## src/rtl/prog_loader_pkg.sv

```systemverilog
// rtl/prog_loader_pkg.sv - shared types and frame constants for the program loader
package prog_loader_pkg;

    typedef enum logic [2:0] {
        IDLE,
        LEN0,
        LEN1,
        DATA,
        CHK,
        DONE,
        ERR
    } loader_state_t;

    localparam logic [7:0] SYNC_DEFAULT   = 8'hA5;
    localparam int         LEN_W          = 16;
    localparam int         WORD_W         = 32;
    localparam int         BYTES_PER_WORD = 4;

    function automatic logic [7:0] chk_add(input logic [7:0] sum, input logic [7:0] b);
        return sum + b;
    endfunction

endpackage

```

## src/rtl/prog_loader_if.sv

```systemverilog
// rtl/prog_loader_if.sv - host byte stream, instruction RAM write port and CPU reset bundle
interface prog_loader_if #(
    parameter int ADDR_W = 12
);
    logic [7:0]        rx_data;
    logic              rx_valid;
    logic              rx_ready;
    logic              mem_we;
    logic [ADDR_W-1:0] mem_addr;
    logic [31:0]       mem_wdata;
    logic              cpu_rst_n;
    logic              done;
    logic              error;

    modport slave (
        input  rx_data, rx_valid,
        output rx_ready, mem_we, mem_addr, mem_wdata, cpu_rst_n, done, error
    );

    modport master (
        output rx_data, rx_valid,
        input  rx_ready, mem_we, mem_addr, mem_wdata, cpu_rst_n, done, error
    );
endinterface

```

## src/rtl/prog_loader_word_assembler.sv

```systemverilog
// rtl/prog_loader_word_assembler.sv - packs little-endian bytes into 32-bit words
module word_assembler
    import prog_loader_pkg::*;
(
    input  logic              clk,
    input  logic              rst_n,
    input  logic              clr,
    input  logic [7:0]        byte_data,
    input  logic              byte_stb,
    output logic              byte_last,
    output logic [WORD_W-1:0] word,
    output logic              word_valid
);
    logic [1:0] cnt;

    assign byte_last = (cnt == 2'(BYTES_PER_WORD - 1));

    // Bytes enter at the top so the first byte ends up in bits 7:0 after four shifts.
    always_ff @(posedge clk) begin
        if (!rst_n) begin
            cnt        <= '0;
            word       <= '0;
            word_valid <= 1'b0;
        end else begin
            word_valid <= byte_stb && byte_last && !clr;
            if (clr) begin
                cnt <= '0;
            end else if (byte_stb) begin
                word <= {byte_data, word[WORD_W-1:8]};
                cnt  <= cnt + 2'd1;
            end
        end
    end
endmodule

```

## src/rtl/prog_loader.sv

```systemverilog
// rtl/prog_loader.sv - framed byte-stream loader for the CPU instruction RAM
module prog_loader
    import prog_loader_pkg::*;
#(
    parameter int         ADDR_W = 12,
    parameter logic [7:0] SYNC   = SYNC_DEFAULT
) (
    input  logic           clk,
    input  logic           rst_n,
    prog_loader_if.slave   bus
);
    localparam int             CW    = LEN_W + 1;
    localparam logic [CW-1:0]  DEPTH = CW'(1) << ADDR_W;

    loader_state_t      state, state_nxt;
    logic               rdy_q;
    logic [7:0]         len_lo;
    logic [LEN_W-1:0]   len;
    logic [7:0]         sum;
    logic [ADDR_W-1:0]  word_idx;

    logic               accept;
    logic               sync_hit;
    logic [LEN_W-1:0]   len_in;
    logic               last_word;
    logic               byte_last;
    logic               asm_valid;
    logic [WORD_W-1:0]  asm_word;

    assign accept   = bus.rx_valid && rdy_q;
    assign sync_hit = accept && (bus.rx_data == SYNC)
                      && (state == IDLE || state == DONE || state == ERR);
    assign len_in   = {bus.rx_data, len_lo};
    // Compared one bit wider so a full-depth image does not wrap the index test.
    assign last_word = (CW'(word_idx) + CW'(1)) == CW'(len);

    word_assembler u_asm (
        .clk        (clk),
        .rst_n      (rst_n),
        .clr        (sync_hit),
        .byte_data  (bus.rx_data),
        .byte_stb   (accept && state == DATA),
        .byte_last  (byte_last),
        .word       (asm_word),
        .word_valid (asm_valid)
    );

    always_ff @(posedge clk) begin
        if (!rst_n) begin
            state    <= IDLE;
            rdy_q    <= 1'b0;
            len_lo   <= '0;
            len      <= '0;
            sum      <= '0;
            word_idx <= '0;
        end else begin
            state <= state_nxt;
            rdy_q <= 1'b1;
            if (accept && state == LEN0) len_lo <= bus.rx_data;
            if (accept && state == LEN1) len    <= len_in;
            if (sync_hit)
                sum <= '0;
            else if (accept && (state == LEN0 || state == LEN1 || state == DATA))
                sum <= chk_add(sum, bus.rx_data);
            // The index advances on the write cycle itself, so the last word keeps its address.
            if (sync_hit)
                word_idx <= '0;
            else if (asm_valid)
                word_idx <= word_idx + 1'b1;
        end
    end

    always_comb begin
        state_nxt = state;
        case (state)
            IDLE, DONE, ERR: if (sync_hit) state_nxt = LEN0;
            LEN0:            if (accept) state_nxt = LEN1;
            LEN1: begin
                if (accept) begin
                    if ({1'b0, len_in} > DEPTH)  state_nxt = ERR;
                    else if (len_in == '0)       state_nxt = CHK;
                    else                         state_nxt = DATA;
                end
            end
            DATA:            if (accept && byte_last && last_word) state_nxt = CHK;
            CHK:             if (accept) state_nxt = (bus.rx_data == sum) ? DONE : ERR;
            default:         state_nxt = IDLE;
        endcase
    end

    assign bus.rx_ready  = rdy_q;
    assign bus.mem_we    = asm_valid;
    assign bus.mem_addr  = word_idx;
    assign bus.mem_wdata = asm_word;
    assign bus.cpu_rst_n = (state == DONE);
    assign bus.done      = (state == DONE);
    assign bus.error     = (state == ERR);
endmodule

```

## src/flat_wrapper.sv

```systemverilog
// flat-port wrapper written by rule: the top's interface ports become plain ports
module prog_loader_flat import prog_loader_pkg::*;
#(
    parameter int         ADDR_W = 12,
    parameter logic [7:0] SYNC   = SYNC_DEFAULT
)
  (clk, rst_n, bus_rx_data, bus_rx_valid, bus_rx_ready, bus_mem_we, bus_mem_addr, bus_mem_wdata, bus_cpu_rst_n, bus_done, bus_error);
  prog_loader_if #(.ADDR_W(ADDR_W)) bus_i ();
  input  logic clk;
  input  logic rst_n;
  input wire logic [$bits(bus_i.rx_data)-1:0] bus_rx_data;
  input wire logic [$bits(bus_i.rx_valid)-1:0] bus_rx_valid;
  output wire logic [$bits(bus_i.rx_ready)-1:0] bus_rx_ready;
  output wire logic [$bits(bus_i.mem_we)-1:0] bus_mem_we;
  output wire logic [$bits(bus_i.mem_addr)-1:0] bus_mem_addr;
  output wire logic [$bits(bus_i.mem_wdata)-1:0] bus_mem_wdata;
  output wire logic [$bits(bus_i.cpu_rst_n)-1:0] bus_cpu_rst_n;
  output wire logic [$bits(bus_i.done)-1:0] bus_done;
  output wire logic [$bits(bus_i.error)-1:0] bus_error;
  assign bus_i.rx_data = bus_rx_data;
  assign bus_i.rx_valid = bus_rx_valid;
  assign bus_rx_ready = bus_i.rx_ready;
  assign bus_mem_we = bus_i.mem_we;
  assign bus_mem_addr = bus_i.mem_addr;
  assign bus_mem_wdata = bus_i.mem_wdata;
  assign bus_cpu_rst_n = bus_i.cpu_rst_n;
  assign bus_done = bus_i.done;
  assign bus_error = bus_i.error;
  prog_loader #(.ADDR_W(ADDR_W), .SYNC(SYNC)) u_core (.clk(clk), .rst_n(rst_n), .bus(bus_i));
endmodule
```

## config.mk

```make
export PLATFORM = sky130hd
export DESIGN_NAME = prog_loader_flat
export DESIGN_NICKNAME = d
export VERILOG_FILES = /design/src/rtl/prog_loader_pkg.sv /design/src/rtl/prog_loader_if.sv /design/src/rtl/prog_loader_word_assembler.sv /design/src/rtl/prog_loader.sv /design/src/flat_wrapper.sv
export SDC_FILE = /design/constraint.sdc
export NUM_CORES = 1
export LEC_CHECK = 0
export BUFFER_PORTS_ARGS = -buffer_cell sky130_fd_sc_hd__buf_2
export CELL_PAD_IN_SITES_DETAIL_PLACEMENT = 1
export CELL_PAD_IN_SITES_GLOBAL_PLACEMENT = 1
export CORE_MARGIN = 2
export CORE_UTILIZATION = 38
export DETAILED_ROUTE_END_ITERATION = 8
export PLACE_DENSITY = 0.77
export SYNTH_ARGS = -nofsm -noshare
export SYNTH_HDL_FRONTEND = slang
export SYNTH_SLANG_ARGS = --single-unit
```

## constraint.sdc

```tcl
create_clock -name clk -period 1.8 [get_ports clk]
set_input_delay 0.09 -clock clk [delete_from_list [all_inputs] [get_ports clk]]
set_output_delay 0.09 -clock clk [all_outputs]
set_load 0.05 [all_outputs]
```

# After elaboration in Yosys (flattened, before gate mapping)
# Cells that the tools add are included.
[word_totals]
word_cells = 63
inputBits = 11
output_inout_bits = 49
regBits = 83
[op_classes]
reduce_logical = 22
n_eq_ne = 15
addsub = 4
order_cmp = 1
muxes = 10
n_bitwise = 2
[op_table]
columns = ["cell", "n"]
rows = [
  ["$mux W3", 7],
  ["$eq A17 B16 Y1", 1],
  ["$gt A16 B13 Y1 const B", 1],
  ["$logic_not A16 Y1", 1],
  ["$pmux W3 S5", 1],
  ["$add A12 B1 Y13 const B", 1],
  ["$add A12 B1 Y12 const B", 1],
  ["$logic_and A1 B1 Y1", 11],
  ["$eq A3 B3 Y1 const B", 3],
  ["$add A8 B8 Y8", 1],
  ["$eq A8 B8 Y1", 1],
  ["$eq A8 B8 Y1 const B", 1],
  ["$eq A3 B2 Y1 const B", 2],
  ["$ne A2 B1 Y1 const B", 3],
  ["$reduce_and A5 Y1", 1],
  ["$logic_or A1 B1 Y1", 4],
  ["$ne A2 B2 Y1 const B", 2],
  ["$eq A3 B1 Y1 const B", 1],
  ["$logic_not A3 Y1", 1],
  ["$reduce_or A3 Y1", 1],
  ["$add A2 B1 Y2 const B", 1],
  ["$eq A2 B2 Y1 const B", 1],
  ["$mux W2", 1],
  ["$not A1 Y1", 2],
  ["4 further kinds", 4],
]

# Longest topological paths before layout
# Gate-level depths: netlist of the first run.
[depth]
ltp_word = 6
mapped_depth = 9
mapped_depth_nobuf = 9

# Modules after synthesis
# From an unflattened synthesis of the first run, not the netlist that was laid out.
[hier_totals]
cells_unflattened = 479
area_unflattened_um2 = 4195.3
[by_module_without_submodules]
columns = ["mod", "n_inst", "area_each_um2", "cells_each", "seq_area_each_um2"]
rows = [
  ["prog_loader", 1, 2869.0, 355, 960.9],
  ["word_assembler", 1, 1326.3, 124, 700.7],
]

# Worst setup path after synthesis of the first run
# No wires, ideal clock.
[synth_timing]
path_kind = "register -> register"
from = "reg u_core.word_idx[0], in the netlist u_core.bus.mem_addr[0]"
to = "reg u_core.state[1]"
setup_slack_ns = -0.592
arrival_ns = 2.273
period_less_slack_ns = 2.392
setup_time_ns = 0.120
path_stages_with_launch = 8
path_cell_list = "dfxtp_1 ha_1 nand4_1 nor4b_1 a2bb2oi_1 a2bb2o_4 and2_4 a211o_1"
[synth_via]
elab_chain_cells = 5
[synth_lines]
columns = ["element", "line_no", "source"]
rows = [
  ["start: declaration", "prog_loader.sv:20", "logic [ADDR_W-1:0] word_idx;"],
  ["start signal: assignment", "prog_loader.sv:69", "word_idx <= word_idx + 1'b1;"],
  ["$add A12 B1 Y13", "prog_loader.sv:35", "assign last_word = (CW'(word_idx) + CW'(1)) == CW'(len);"],
  ["$eq A17 B16 Y1", "prog_loader.sv:35", ""],
  ["$logic_and A1 B1 Y1", "prog_loader.sv:85", "DATA: if (accept && byte_last && last_word) state_nxt = CHK;"],
  ["$ne A2 B2 Y1 (no source line)", "-", ""],
  ["$reduce_and A5 Y1 (no source line)", "-", ""],
  ["end signal: assignment", "prog_loader.sv:57", "state <= state_nxt;"],
  ["end: declaration", "prog_loader.sv:15", "loader_state_t state, state_nxt;"],
]
# No other way between the ends.
# A chain may end at the register's enable or synchronous reset.

# Worst setup path in the final report of the first run
[layout_timing]
from = "reg u_core.word_idx[1], in the netlist u_core.bus.mem_addr[1]"
to = "reg u_core.state[1]"
# The elaborated chain is that of the path after synthesis.

==> run summary, run 1 <==
Status: complete, but fails checks
Failing checks: setup timing
Worst-path cell chain: ha_4, xnor2_2, nand4_1, a2111oi_2, and2_1, nand4_1, a211o_1
DRT iter0 DRCs: 209
Net Count, Synth: 538
Cts bufs inserted: 9
Setup violators final: 5
Worst path slowest cell: dfxtp_4
Worst Skew: 7.65 ps
CP peak stage delay: 370 ps
Met3 Usage GRT: 3.68%
Max clock buf depth: 2
DRC viols: 0
I/O pin count: 60
Drt pass-1 iters: 5
CTS clk-pin slew, worst paths: 100 ps
GRT met2 Usage: 41.1%
CTS Sinks: 83
Buffers & Inverters on Critical Path: 0
CP Max Fanout: 3
Initial antenna violation count: 0
Syn Inst Count: 517
Core Rows: 37
Diode count: 0
Initial Utilization: 39.5%
Area of the die: 11700 µm²
Final nets: 642
Peak supply drop: 334 µV
Worst Setup SP: u_core.bus.mem_addr[1]
# H-tree levels: 3
Vias: 4119
Period utilization: 108%
Clock latency at the later pin of the worst-skew pair: 370 ps
Critical path arrival: 2220 ps
Grt ovf: 0
DP Wirelength: 8.76 mm
Data required, critical path: 2070 ps
CP endpoint kind: flip-flop
Number of global-route vias before repair: 4187
Die height: 108 µm
Layout cell share with drive strength beyond 1: 32.4%
Routed Antenna Nets: 0
Gr busiest metal: met2
Levels on crit path: 7
P_leak: 2.16 nW
Reg2Reg Depth: 7
Total GRT Usage: 22.9%
RSZ-0062 raised after global routing: yes
Cell mode on critical path: nand4_1
Post-synth top flop: dfxtp_1
Routability congestion estimate: 0.849
Fin. max-slew vios: 0
Vias/cell: 5.41
EDFF count, synth: 0
IO buf count: 59
Slew @ Worst Pin: 602 ps
Startpoint class of the critical path: flip-flop
Reg2reg start: u_core.bus.mem_addr[1]
WS Path Type: reg2reg
Final min period: 1950 ps
Critical path's top delay family: compound AO/OA/AOI/OAI gates
Slew HR: 59.8%
CTS tree: done
First-pass GRT wire length: 20.9 mm
PwrDens: 638 nW/µm²
HP Class: in2reg
Max Fclk: 0.513 GHz
Largest net degree at the start of global routing: 56
Synthesis-to-layout area growth: 31.6%
Hold_ws: 56.5 ps
Root Buffer: clkbuf_8
Setup crit end: u_core.state[1]
Reg2reg end: u_core.state[1]
Sequential element share of the synthesized area: 40.4%
Routed len/inst: 17.7 µm
Syn. warnings: 0
Distinct cells, synth: 57
Final Hold Fails: 0
Setup WS post-layout: -148 ps
Ys async rst share: 0%
Reg2reg setup slack: -150 ps
Post-Route WL: 13.5 mm
Synthesized area: 4110 µm²
Syn Area/Cell: 7.95 µm²
Synthesis-stage register bit count: 83
Die span in x: 108 µm
Max-Cap Viols: 0
Met1 Use GR: 27.5%
Core area: 10400 µm²
Setup TNS: -466 ps
## flip-flops by register name (all words and copies together), names as in the netlist
register,count
u_core.sum,8
u_core.u_asm.word_valid,1
u_core.bus.rx_ready,1
u_core.u_asm.cnt,2
u_core.bus.mem_addr,12
u_core.len_lo,8
u_core.state,3
u_core.len,16
u_core.u_asm.word,32
## metrics by stage
stage	total power, W	std cells	utilization (%)	area, µm²	setup WS, ps
3_3_place_gp	0.00212	736	47.1	4910	-92.1
5_1_grt	0.00358	762	52.0	5410	-262
3_5_place_dp	0.00213	736	47.1	4910	-276
6_report	0.00346	762	52.0	5410	-148
2_1_floorplan	0.00201	517	-	4170	-123
4_1_cts	0.00346	761	50.8	5300	-98.9
## cell type report
cell class                 instances  area, µm²
sequential                        83       1700
inverter                           9       33.8
tap                              136        170
multi-input combinational        390       2470
fill                            1303       5000
timing repair buffer             128        845
clock inverter                     7       65.1
clock buffer                       9        124
## worst register-to-register path, cell delays in order, from the launching register on
cell,delay [ps]
dfxtp_4,370
ha_4,280
xnor2_2,100
nand4_1,110
a2111oi_2,330
and2_1,170
nand4_1,180
a211o_1,300
## report_power, final
| part | internal, W | switching (W) |
|---|---|---|
| clock network | 0.000537 | 0.000797 |
| logic | 0.000112 | 0.000163 |
| registers | 0.00183 | 0.0000109 |
## synthesized netlist by cell type, drive strengths merged (5+ instances only)
cell type / count / area [µm²]
nor2: 36 / 135
a211oi: 7 / 57.6
nor4: 6 / 37.5
a21oi: 66 / 330
nand3: 14 / 70.1
and2: 10 / 65.1
nand2: 124 / 465
xor2: 20 / 183
clkbuf: 21 / 78.8
dfxtp: 83 / 1660
mux2i: 9 / 90.1
xnor2: 10 / 87.6
ha: 9 / 113
inv: 9 / 33.8
and3: 5 / 31.3
nand4: 13 / 81.3
buf: 14 / 111
nor2b: 7 / 43.8
o21ai: 11 / 58.8
## worst min path at each step
stage / from / to / slack (ps) / depth (start not counted)
floorplan: rst_n / u_core.bus.rx_ready / 120 / 0
CTS: bus_rx_data[5] / u_core.u_asm.word[29] / 40 / 3
finish: bus_rx_data[5] / u_core.u_asm.word[29] / 60 / 3
global placement: rst_n / u_core.bus.rx_ready / 310 / 1
detailed placement: rst_n / u_core.bus.rx_ready / 320 / 1
global route: bus_rx_data[5] / u_core.u_asm.word[29] / 60 / 3
## routing by layer
| metal | up-vias | wire length, µm |
|---|---|---|
| li1 | 1967 | - |
| met5 | - | 0 |
| met3 | 27 | 437 |
| met2 | 92 | 6880 |
| met4 | 0 | 342 |
| met1 | 2033 | 5820 |
## cells in the final DEF (no fill, tap or decap), types with 3 or more instances in the layout
master and count:
ha_1 4, inv_2 3, and2_1 8, clkbuf_8 9
inv_6 3, buf_4 65, nor4_1 6, ha_4 5
o21ai_0 6, inv_1 5, dfxtp_1 65, xnor2_1 9
o21a_1 3, nand4_1 13, a21oi_1 63, dfxtp_4 7
mux2i_1 9, a211oi_1 5, nor2b_1 5, and3_1 5
nor3_1 3, nand3_1 12, xor2_1 19, nand2_1 124
nor2_1 35, dfxtp_2 11, buf_2 59
## logic make-up after synthesis
family	count (synthesis)	share of synthesized area [%]
AO/OA/AOI/OAI	106	16.0
XOR/XNOR	30	6.57
adder cells (fa/ha/maj)	10	3.22
buffers and inverters	44	5.45
flip-flops	83	40.4
multiplexers	9	2.19
AND/OR/NAND/NOR	235	26.2
## repair_timing
action	in CTS	in global routing
setup buffers	8	1
setup endpoints to repair	5	6
gates resized for setup	27	23
endpoints found under the hold margin	1	0
hold buffers	1	0
pin swaps	19	17
No activity file was read; power rests on OpenSTA's default activity.
==> inputs of run 2 (changes only) <==
--- a/config.mk
+++ b/config.mk
@@ -11,7 +11,7 @@
 export CORE_MARGIN = 2
 export CORE_UTILIZATION = 38
 export DETAILED_ROUTE_END_ITERATION = 8
-export PLACE_DENSITY = 0.77
+export PLACE_DENSITY = 0.82
 export SYNTH_ARGS = -nofsm -noshare
 export SYNTH_HDL_FRONTEND = slang
 export SYNTH_SLANG_ARGS = --single-unit
==> run 2 against run 1 <==
Compared with the run above: largest cell class unchanged; clock skew up 15 ps; first-iteration DRC count up 37%; worst hold slack better by 16 ps; core utilization up 0.86 points; combinational power up 9.1%; sequential share of layout area down 0.47 points; critical path depth up 1; die area unchanged; worst setup slack worse by 110 ps; final cell count up 0.26%; the flow still finishes with violations (setup timing); sequential power about the same.
==> run summary, run 2 (synthesis gave the netlist of run 1 again) <==
Routed len/inst: 19.3 µm
Reg2reg end: u_core.state[2]
Cts bufs inserted: 9
Worst Setup SP: u_core.bus.mem_addr[1]
I/O pin count: 60
Startpoint class of the critical path: flip-flop
Final nets: 644
Root Buffer: clkbuf_8
HP Class: in2reg
Reg2reg start: u_core.bus.mem_addr[1]
CP endpoint kind: flip-flop
Post-Route WL: 14.7 mm
Net Switching: 0.00102 W
P_leak: 2.18 nW
Max FFs per register: 32
Placement Cell Area: 4840 µm²
Setup WS post-layout: -259 ps
Diode count: 0
Vias/cell: 5.55
Max Fclk: 0.486 GHz
Routed Antenna Nets: 0
DP Wirelength: 8.83 mm
Largest net degree at the start of global routing: 34
Hold wc startpoint: bus_rx_data[6]
Top reg by flops: u_core.u_asm.word
WHS Endpoint: u_core.len[14]
Commonest non-fill, non-tap cells in the layout: nand2_1 (122), buf_4 (68), a21oi_1 (63), dfxtp_1 (63), buf_2 (56)
Setup TNS: -814 ps
PwrDens: 638 nW/µm²
Failing checks: setup timing
Hold_ws: 72.5 ps
Commonest non-fill, non-tap cell in the layout: nand2_1
Placed cells: 730
CP Max Fanout: 3
Routability congestion estimate: 0.922
WS Path Type: reg2reg
IO buf count: 59
Initial Utilization: 39.5%
Final Util: 52.8%
Reg2reg setup slack: -260 ps
Final cell count without fillers: 764
Max clock buf depth: 2
Peak supply drop: 309 µV
Synthesis-to-layout area growth: 33.8%
Max-Cap Viols: 0
Slew @ Worst Pin: 537 ps
DRC viols: 0
Total GRT Usage: 24.7%
Area of the die: 11700 µm²
Core Rows: 37
Core area: 10400 µm²
Reg power frac: 52.7%
Period utilization: 114%
Gate power share: 8.5%
Worst Skew: 22.3 ps
# fillers: 1274
Critical path arrival: 2340 ps
Reg2Reg Depth: 8
Status: complete, but fails checks
Setup violators final: 6
Layout cell share with drive strength beyond 1: 34.9%
# H-tree levels: 3
Initial antenna violation count: 0
Die span in x: 108 µm
Die height: 108 µm
CTS tree: done
Clock latency at the later pin of the worst-skew pair: 380 ps
Switching share of power: 29.0%
Fin area: 5500 µm²
Final min period: 2060 ps
Drt pass-1 iters: 4
Hold path cells: 3
Number of global-route vias before repair: 4418
Clock network fraction of design power: 38.8%
CTS Sinks: 83
Fin. max-slew vios: 0
Grt ovf: 0
Cell-internal power: 0.00249 W
Slew HR: 64.1%
First-pass GRT wire length: 22.4 mm
RSZ-0062 raised after global routing: yes
DRT iter0 DRCs: 286
Final Hold Fails: 0
Vias: 4239
Data required, critical path: 2080 ps
CTS clk-pin slew, worst paths: 110 ps
-- run 2: cell type report --
cell class                      count  area [µm²]  area share, %
Multi-Input combinational cell    390        2550           46.4
Sequential cell                    83        1700           31.0
Timing Repair Buffer              130         846           15.4
Tap cell                          136         170           3.09
Clock buffer                        9         124           2.25
Clock inverter                      7        71.3           1.30
Inverter                            9        33.8          0.614
-- run 2: power groups by stage --
stage	registers [W]	logic, W	clock network (W)
2_1_floorplan	0.00189	0.000122	0
3_3_place_gp	0.00189	0.000228	0
3_5_place_dp	0.00189	0.000238	0
4_1_cts	0.00185	0.000256	0.00137
5_1_grt	0.00185	0.000321	0.00145
6_report	0.00185	0.000300	0.00136
-- run 2: worst max-delay path: stages (launching register included) --
cell       delay (ps)
dfxtp_4           370
ha_4              160
nand4_1           140
buf_4             160
nor3_4             40
a2111oi_4         340
and2_1            180
nand4_1           250
o32ai_4           350
-- run 2: repair_timing --
| action | in CTS | in global routing |
|---|---|---|
| hold buffers | 1 | 0 |
| hold endpoints to repair | 1 | 0 |
| resized for setup | 45 | 25 |
| setup buffers | 8 | 9 |
| endpoints found under the setup margin | 17 | 38 |
| pin swaps | 21 | 19 |
-- run 2: how the worst max path moves through the flow --
stage	endpoint	slack, ps	cells past startpoint
2_1_floorplan	u_core.state[1]	-120	7
3_3_place_gp	u_core.state[1]	-120	7
3_5_place_dp	u_core.state[1]	-200	7
4_1_cts	u_core.state[1]	-80	7
5_1_grt	u_core.state[2]	-350	8
6_report	u_core.state[2]	-260	8
-- run 2: metal layers --
layer	vias to the layer above	track usage, %	part of all wire [%]	wire length [µm]
li1	1980	-	-	-
met1	2066	27.9	38	5660
met2	140	45.1	52	7610
met3	53	3.62	5.0	741
met4	0	12.2	4.8	701
met5	-	0	0	0
-- run 2: per-stage QoR --
stage	setup slack [ps]	power (W)
finish	-259	0.00351
global route	-352	0.00363
CTS	-76.1	0.00348
detailed placement	-200	0.00213
global placement	-124	0.00212
floorplan	-123	0.00201
